## config.mk

```make
export PLATFORM = sky130hd
export DESIGN_NAME = fifo_drain_flat
export DESIGN_NICKNAME = d
export VERILOG_FILES = /design/src/rtl/router_pkg.sv /design/src/rtl/fifo_if.sv /design/src/rtl/fifo_drain.sv /design/src/flat_wrapper.sv
export SDC_FILE = /design/constraint.sdc
export NUM_CORES = 1
export LEC_CHECK = 0
export ABC_AREA = 0
export CAP_MARGIN = 20
export CORE_MARGIN = 3
export CORE_UTILIZATION = 45
export DETAILED_ROUTE_END_ITERATION = 10
export PLACE_DENSITY = 0.85
export RECOVER_POWER = 50
export SYNTH_ARGS = -nofsm -noshare
export SYNTH_HDL_FRONTEND = slang
export SYNTH_SLANG_ARGS = --single-unit
```

## constraint.sdc

```tcl
create_clock -name clk -period 3.3 [get_ports clk]
set_input_delay 0.33 -clock clk [delete_from_list [all_inputs] [get_ports clk]]
set_output_delay 0.33 -clock clk [all_outputs]
set_load 0.01 [all_outputs]
```

## src/rtl/router_pkg.sv

```systemverilog
// Purpose: shared router types - drain FSM states, header length-field defaults, length extraction helper.
// Latency: none; declarations and a combinational helper only.
// Backpressure: not applicable.
package router_pkg;

    typedef enum logic [1:0] {
        IDLE = 2'd0,
        GET  = 2'd1,
        CAPT = 2'd2,
        SEND = 2'd3
    } drain_state_t;

    localparam int DRAIN_LEN_LSB = 0;
    localparam int DRAIN_LEN_W   = 8;

    // Widest header word the length helper accepts; callers zero-extend into it.
    localparam int HDR_MAX_W = 64;

    // Pull the payload-length field out of a header word; all other bits are ignored.
    function automatic logic [HDR_MAX_W-1:0] hdr_len(input logic [HDR_MAX_W-1:0] word,
                                                     input int lsb,
                                                     input int w);
        logic [HDR_MAX_W-1:0] mask;
        mask = (w >= HDR_MAX_W) ? '1 : ((HDR_MAX_W'(1) << w) - HDR_MAX_W'(1));
        return (word >> lsb) & mask;
    endfunction

endpackage

```

## src/rtl/fifo_if.sv

```systemverilog
// Purpose: router FIFO bus; writer pushes with put/data_in, reader pops with an edge-triggered get.
// Latency: FIFO updates data_out/empty at the posedge ending a get-high cycle.
// Backpressure: writer watches full, reader watches empty.
interface fifo_if #(
    parameter int DATA_WIDTH = 32
);
    logic                  put;
    logic                  get;
    logic                  full;
    logic                  empty;
    logic [DATA_WIDTH-1:0] data_in;
    logic [DATA_WIDTH-1:0] data_out;

    // Read-side master (drain)
    modport DST (output get, put, data_in, input empty, full, data_out);

    // The FIFO itself
    modport FIFO (input put, get, data_in, output full, empty, data_out);
endinterface

```

## src/rtl/fifo_drain.sv

```systemverilog
// Purpose: pops router FIFO words with single-cycle get pulses and frames them into sop/eop packets (stall timeout: FIFO_DRAIN_TIMEOUT_EN).
// Latency: get pulse to out_valid 2 cycles; 3 cycles per word with the FIFO non-empty and out_ready high.
// Backpressure: out_ready low holds the word stable in SEND and issues no further gets.
module fifo_drain
    import router_pkg::*;
#(
    parameter int DATA_WIDTH  = 32,
    parameter int LEN_LSB     = DRAIN_LEN_LSB,
    parameter int LEN_W       = DRAIN_LEN_W,
    parameter int TIMEOUT_CYC = 1024
) (
    input  logic                  clk,
    input  logic                  rst,
    fifo_if.DST                   fifo_bus,
    output logic [DATA_WIDTH-1:0] out_data,
    output logic                  out_valid,
    input  logic                  out_ready,
    output logic                  out_sop,
    output logic                  out_eop,
    output logic                  busy,
    output logic                  err
);

    drain_state_t     state;
    drain_state_t     state_nxt;
    logic             in_pkt;
    logic [LEN_W-1:0] len_cnt;
    logic [LEN_W-1:0] hdr_len_w;
    logic             unused_full;
    logic             tmo_hit;

    // get is high only in GET; CAPT always follows, so the FIFO sees a fresh rising edge per pop.
    assign fifo_bus.get     = (state == GET);
    assign fifo_bus.put     = 1'b0;
    assign fifo_bus.data_in = '0;
    assign unused_full      = fifo_bus.full;

    assign out_valid = (state == SEND);
    // The header is already popped while in CAPT, so busy covers that cycle too.
    assign busy      = in_pkt | (state == CAPT);
    assign hdr_len_w = LEN_W'(hdr_len(HDR_MAX_W'(fifo_bus.data_out), LEN_LSB, LEN_W));

    // State register
    always_ff @(posedge clk) begin
        if (!rst) begin
            state <= IDLE;
        end else begin
            state <= state_nxt;
        end
    end

    // Next-state: pop, capture, present, then pop again or idle depending on empty
    always_comb begin
        state_nxt = state;
        case (state)
            IDLE:    if (!fifo_bus.empty) state_nxt = GET;
            GET:     state_nxt = CAPT;
            CAPT:    state_nxt = SEND;
            SEND:    if (out_ready) state_nxt = fifo_bus.empty ? IDLE : GET;
            default: state_nxt = IDLE;
        endcase
    end

`ifdef FIFO_DRAIN_TIMEOUT_EN
    localparam int STALL_W = $clog2(TIMEOUT_CYC + 1);

    logic [STALL_W-1:0] stall_cnt;
    logic               stall;
    logic               err_q;

    // A stall is a cycle spent waiting mid-packet on an empty FIFO; any pop leaves IDLE and clears it.
    assign stall   = in_pkt && (state == IDLE) && fifo_bus.empty;
    assign tmo_hit = stall && (stall_cnt == STALL_W'(TIMEOUT_CYC - 1));

    // Consecutive-stall counter and one-cycle timeout pulse
    always_ff @(posedge clk) begin
        if (!rst) begin
            stall_cnt <= '0;
            err_q     <= 1'b0;
        end else begin
            err_q <= tmo_hit;
            if (tmo_hit || !stall) begin
                stall_cnt <= '0;
            end else begin
                stall_cnt <= stall_cnt + STALL_W'(1);
            end
        end
    end

    assign err = err_q;
`else
    localparam int unused_timeout_cyc = TIMEOUT_CYC;

    assign tmo_hit = 1'b0;
    assign err     = 1'b0;
`endif

    // Capture and framing: the first word after an idle packet boundary is a header, the rest payload
    always_ff @(posedge clk) begin
        if (!rst) begin
            out_data <= '0;
            out_sop  <= 1'b0;
            out_eop  <= 1'b0;
            len_cnt  <= '0;
            in_pkt   <= 1'b0;
        end else if (state == CAPT) begin
            out_data <= fifo_bus.data_out;
            if (!in_pkt) begin
                out_sop <= 1'b1;
                out_eop <= (hdr_len_w == '0);
                len_cnt <= hdr_len_w;
                in_pkt  <= 1'b1;
            end else begin
                out_sop <= 1'b0;
                out_eop <= (len_cnt == LEN_W'(1));
                if (len_cnt != '0) begin
                    len_cnt <= len_cnt - LEN_W'(1);
                end
            end
        end else if (out_valid && out_ready && out_eop) begin
            in_pkt <= 1'b0;
        end else if (tmo_hit) begin
            // Abandon the stalled packet; the next popped word starts a new one.
            in_pkt  <= 1'b0;
            len_cnt <= '0;
        end
    end

endmodule

```

## src/flat_wrapper.sv

```systemverilog
// flat-port wrapper written by rule: the top's interface ports become plain ports
module fifo_drain_flat import router_pkg::*;
#(
    parameter int DATA_WIDTH  = 32,
    parameter int LEN_LSB     = DRAIN_LEN_LSB,
    parameter int LEN_W       = DRAIN_LEN_W,
    parameter int TIMEOUT_CYC = 1024
)
  (clk, rst, out_data, out_valid, out_ready, out_sop, out_eop, busy, err, fifo_bus_get, fifo_bus_put, fifo_bus_data_in, fifo_bus_empty, fifo_bus_full, fifo_bus_data_out);
  fifo_if #(.DATA_WIDTH(DATA_WIDTH)) fifo_bus_i ();
  input  logic clk;
  input  logic rst;
  output logic [DATA_WIDTH-1:0] out_data;
  output logic out_valid;
  input  logic out_ready;
  output logic out_sop;
  output logic out_eop;
  output logic busy;
  output logic err;
  output wire logic [$bits(fifo_bus_i.get)-1:0] fifo_bus_get;
  output wire logic [$bits(fifo_bus_i.put)-1:0] fifo_bus_put;
  output wire logic [$bits(fifo_bus_i.data_in)-1:0] fifo_bus_data_in;
  input wire logic [$bits(fifo_bus_i.empty)-1:0] fifo_bus_empty;
  input wire logic [$bits(fifo_bus_i.full)-1:0] fifo_bus_full;
  input wire logic [$bits(fifo_bus_i.data_out)-1:0] fifo_bus_data_out;
  assign fifo_bus_get = fifo_bus_i.get;
  assign fifo_bus_put = fifo_bus_i.put;
  assign fifo_bus_data_in = fifo_bus_i.data_in;
  assign fifo_bus_i.empty = fifo_bus_empty;
  assign fifo_bus_i.full = fifo_bus_full;
  assign fifo_bus_i.data_out = fifo_bus_data_out;
  fifo_drain #(.DATA_WIDTH(DATA_WIDTH), .LEN_LSB(LEN_LSB), .LEN_W(LEN_W), .TIMEOUT_CYC(TIMEOUT_CYC)) u_core (.clk(clk), .rst(rst), .fifo_bus(fifo_bus_i), .out_data(out_data), .out_valid(out_valid), .out_ready(out_ready), .out_sop(out_sop), .out_eop(out_eop), .busy(busy), .err(err));
endmodule
```

Yosys cells after proc, flatten, opt, wreduce, memory -nomap -nowiden:

Cells that the tools add are included.

* logic and storage cells: 33
* register bits after elaboration: 45
* RAM bits: 0
* output and inout bits: 71
* memory bits (read-only): 0
* input bits: 37
* latch bits: 0
* memories: 0

* reduce and logical (&&, ||, !) cells: 8
* muxes and demuxes: 10
* equality and inequality tests: 7
* divide/modulo/power cells: 0
* $mul: 0
* add/sub/neg operators: 1
* shifts and indexed selects: 0
* magnitude comparators: 0
* bitwise operators: 1

Operator list (count)
* two-way mux 8 bit: 2
* == test 8 x 1 -> 1 bit (second input constant): 1
* zero test 8 bit: 1
* one-hot mux 2 bit (4 select lines): 1
* nonzero test 8 bit: 1
* subtractor 8 x 1 -> 8 bit (second input constant): 1
* inequality test 2 bit (second input constant): 3
* two-way mux 1 bit: 5
* == test 2 bit (second input constant): 2
* two-way mux 2 bit: 2
* AND reduction 2 bit: 2
* == test 2 x 1 -> 1 bit (second input constant): 1
* logical AND 1 bit: 2
* zero test 2 bit: 1
* nonzero test 2 bit: 1
* bitwise OR 1 bit: 1

Depth between registers and ports, before layout:

* depth in word-level cells: 5
* mapped depth: 7
* mapped depth without buffers: 6

Worst setup path before layout:

OpenSTA, ideal clock, no wires.

* path type: register to register
* start point: register u_core.len_cnt[0]
* end point: register u_core.len_cnt[4]
* library setup time: 0.076 ns
* arrival: 1.712 ns
* path slack: 1.512 ns
* buffers on the path: 0
* data required time: 3.224 ns
* cell stages (with the launch flop): 6
* clock period less this slack: 1.788 ns
* path through: dfxtp_1 inv_1 ha_1 or3b_2 or4_2 a21boi_0

* longest elaborated chain between the ends: 3
* elaborated cells on any way between the ends: 6
* classes of those cells: add/sub (1); eq/ne (1); mux (2); reduce/logical (2)

Ends and longest elaborated chain
* start: declaration: line fifo_drain.sv:27 `logic [LEN_W-1:0] len_cnt;`
* start signal: assignment: line fifo_drain.sv:111 `len_cnt <= hdr_len_w;`
* start signal: assignment: line fifo_drain.sv:117 `len_cnt <= len_cnt - LEN_W'(1);`
* subtractor 8 x 1 -> 8 bit / nonzero test 8 bit (equally long branches): line fifo_drain.sv:117, fifo_drain.sv:116
* two-way mux 8 bit / inequality test 2 bit (equally long branches)
* two-way mux 8 bit / AND reduction 2 bit (equally long branches)

Parallel ways exist; a longest one is shown, timed or not. The select of a mux whose other input is x is not followed.
A chain may end at the register's enable or synchronous reset.

Worst setup path after layout:

* start point: register u_core.state[0]
* end point: output port busy

* longest elaborated chain between the ends: 2

Ends and longest elaborated chain
* start: declaration: line fifo_drain.sv:24 `drain_state_t state;`
* start signal: assignment: line fifo_drain.sv:48 `state <= state_nxt;`
* == test 2 bit: line fifo_drain.sv:40 `assign busy = in_pkt | (state == CAPT);`
* bitwise OR 1 bit: line fifo_drain.sv:40
* end: declaration: line flat_wrapper.sv:18 `output logic busy;`

Every way passes these cells.

==> results.ini <==
[placement]
hpwl_mm = 3.675
post_dp_cell_area_um2 = 2985
pre_cts_ws_ns = 1.132
place.gp.congestion = 0.7897
port_buffers = 72

[job]
drv_cap = 0

[detailed_routing]
via_count = 1803
ant_nets = 0
routed_via_density = 4.782
finalWirelength_mm = 4.958
wire_per_inst_um = 13.15
firstDrtPassIters = 4
drc = 0
drtIter0Drc = 91

[synth]
syn_inst = 240
synth-edff-count = 0
syn_area_um2 = 2362
synth-seq-area-share_pct = 38.14
synth_ff_type = dfxtp_1
ys_ff_latch = 45
syn_avg_cell_area_um2 = 9.843
synthArstFlopShare_pct = 0
synth-warning-count = 0
yosysUniqueCellTypes = 46

[outcome]
status = finished, final reports clean

[cells_and_area]
diodes = 0
drive_above_1_share_pct = 7.419
num-fill-cells = 409
regArea_um2 = 900.9
syn_to_final_growth_pct = 30.67
finalInstanceArea_um2 = 3087
layout.nets = 354
multi_input_area_um2 = 1216

[floorplanning]
placement_rows = 25
start_util_pct = 48.10
boundaryPins = 108
die_y_um = 78.46
core_area_um2 = 4911
die-area_um2 = 6155
fp.dieW_um = 78.46

[power_and_ir_drop]
p_leak_nw = 1.245
vdd_drop_max_mv = 0.3753
finalPower_mw = 1.987
p_per_area_nw_per_um2 = 643.7

[critical_path]
crit_arrival_ns = 2.12
path_class = reg -> out
crit_path_end_kind = output pin
cp.required_ns = 2.97
startpoint_type = flip-flop
cp_max_fo = 16

[grt]
grt_max_degree = 28
grtUsageTotal_pct = 16.77
antenna_found_initial = 0
overflow = 0
grt_pass1_wl_mm = 8.307
grt_pass1_vias = 1768

[clock_tree]
cts_buffers = 5
clock-root-buffer = clkbuf_8
cts_tree = built
path_clk_slew_ns = 0.09
cts.repair.resized = 0
cts.sinks = 45
clk-insertion-delay-late_ns = 0.30
h-tree-depth = 2
post_cts_buffers = 0
ctsHoldBuffers = 0
cts_buffer_depth = 2

[sta]
rsz0062_at_grt = no
fmax_ghz = 0.4082
setup_viol = 0
post-route-period-util_pct = 74.24
fin_ws_ns = 0.8501
hold_viol_final = 0
fin_setup_tns_ns = 0
period_minus_slack_ns = 2.450
skew_ns = 0.01030
slew_headroom_pct = 43.91
drv_slew = 0
tightest_slew_ns = 0.8387

[worst_hold_path]
hp-class = reg -> reg

[final timing paths]
kind         depth (start not counted)               from  slack, ns           endpoint
min reg2reg                          2  u_core.len_cnt[6]       0.49  u_core.len_cnt[6]
max                                  5    u_core.state[0]       0.85               busy
min                                  2  u_core.len_cnt[6]       0.49  u_core.len_cnt[6]
max reg2reg                          5    u_core.state[0]       1.11  u_core.len_cnt[4]
[report_power, final]
part / internal [mW] / total, mW / switching, mW
clock network: 0.190 / 0.377 / 0.188
logic: 0.438 / 0.858 / 0.420
registers: 0.656 / 0.751 / 0.0951
[per-stage QoR]
stage	hold WS (ns)	utilization (%)	instances
6_report	0.4892	62.85	377
5_1_grt	0.5112	62.85	377
4_1_cts	0.4991	62.85	377
3_5_place_dp	0.4864	60.79	369
3_3_place_gp	0.4714	60.79	369
2_1_floorplan	0.4453	-	273
[placed cells by master, fill, tap and decap left out, drive strengths merged, types with 5 or more instances in the layout]
cell           synthesis  layout
conb                   1      34
nand2                  6       6
mux2i                 34      34
o21ai                  5       5
clkdlybuf4s50          0      40
dfxtp                 45      45
dlygate4sd3            0      32
a21oi                  5       5
inv                   11      11
nor2b                 35      35
clkbuf                 5       7
ha                     8       8
[flip-flops by register name, summed over array words and instances, names as in the netlist]
signal and flops:
u_core.in_pkt 1, u_core.state 2, u_core.len_cnt 8, u_core.out_sop 1
u_core.out_eop 1, u_core.out_data 32
[area by class of cell]
class / instances / share of cell area, %
Clock buffer: 7 / 3.121
Timing Repair Buffer: 75 / 24.08
Clock inverter: 1 / 0.1621
Tap cell: 67 / 2.716
Inverter: 11 / 1.338
Multi-Input combinational cell: 171 / 39.40
Sequential cell: 45 / 29.19
[critical path: stages (launching register included)]
cell	delay, ns
dfxtp_1	0.34
inv_1	0.15
ha_2	0.50
inv_1	0.18
nand2_1	0.10
clkdlybuf4s50_1	0.54
[synthesized netlist by cell type, types with 3 or more instances]
master    count  area share, %
clkbuf_1      3           0.48
nand2_1       6           0.95
a21oi_1       4           0.85
o21ai_0       5            1.1
ha_1          8            4.2
nor2_1        4           0.64
nor3_1        3           0.64
buf_4        35             11
or3_1         3           0.79
nor2b_1      35            9.3
buf_2         4           0.85
dfxtp_1      45             38
inv_1        11            1.7
mux2i_1      34             14
[per-layer routing]
metal | track usage (%) | vias up | wire length, um
met5 | 0 | - | 0
met4 | 5.594 | 0 | 65
met3 | 8.601 | 7 | 598
met2 | 27.23 | 92 | 2306
met1 | 18.98 | 821 | 1987
li1 | - | 883 | -
[cell families (layout without fill, tap and decap cells)]
logic type	after synthesis	in the layout	share of synthesized area, %
other	1	34	0.1587
DFF	45	45	38.14
AOI/OAI and AO/OA	34	34	11.55
buffers and inverters	57	94	15.73
adders and majority gates	8	8	4.237
and+or+nand+nor	61	61	15.78
muxes	34	34	14.41
No activity file was read; power rests on OpenSTA's default activity.
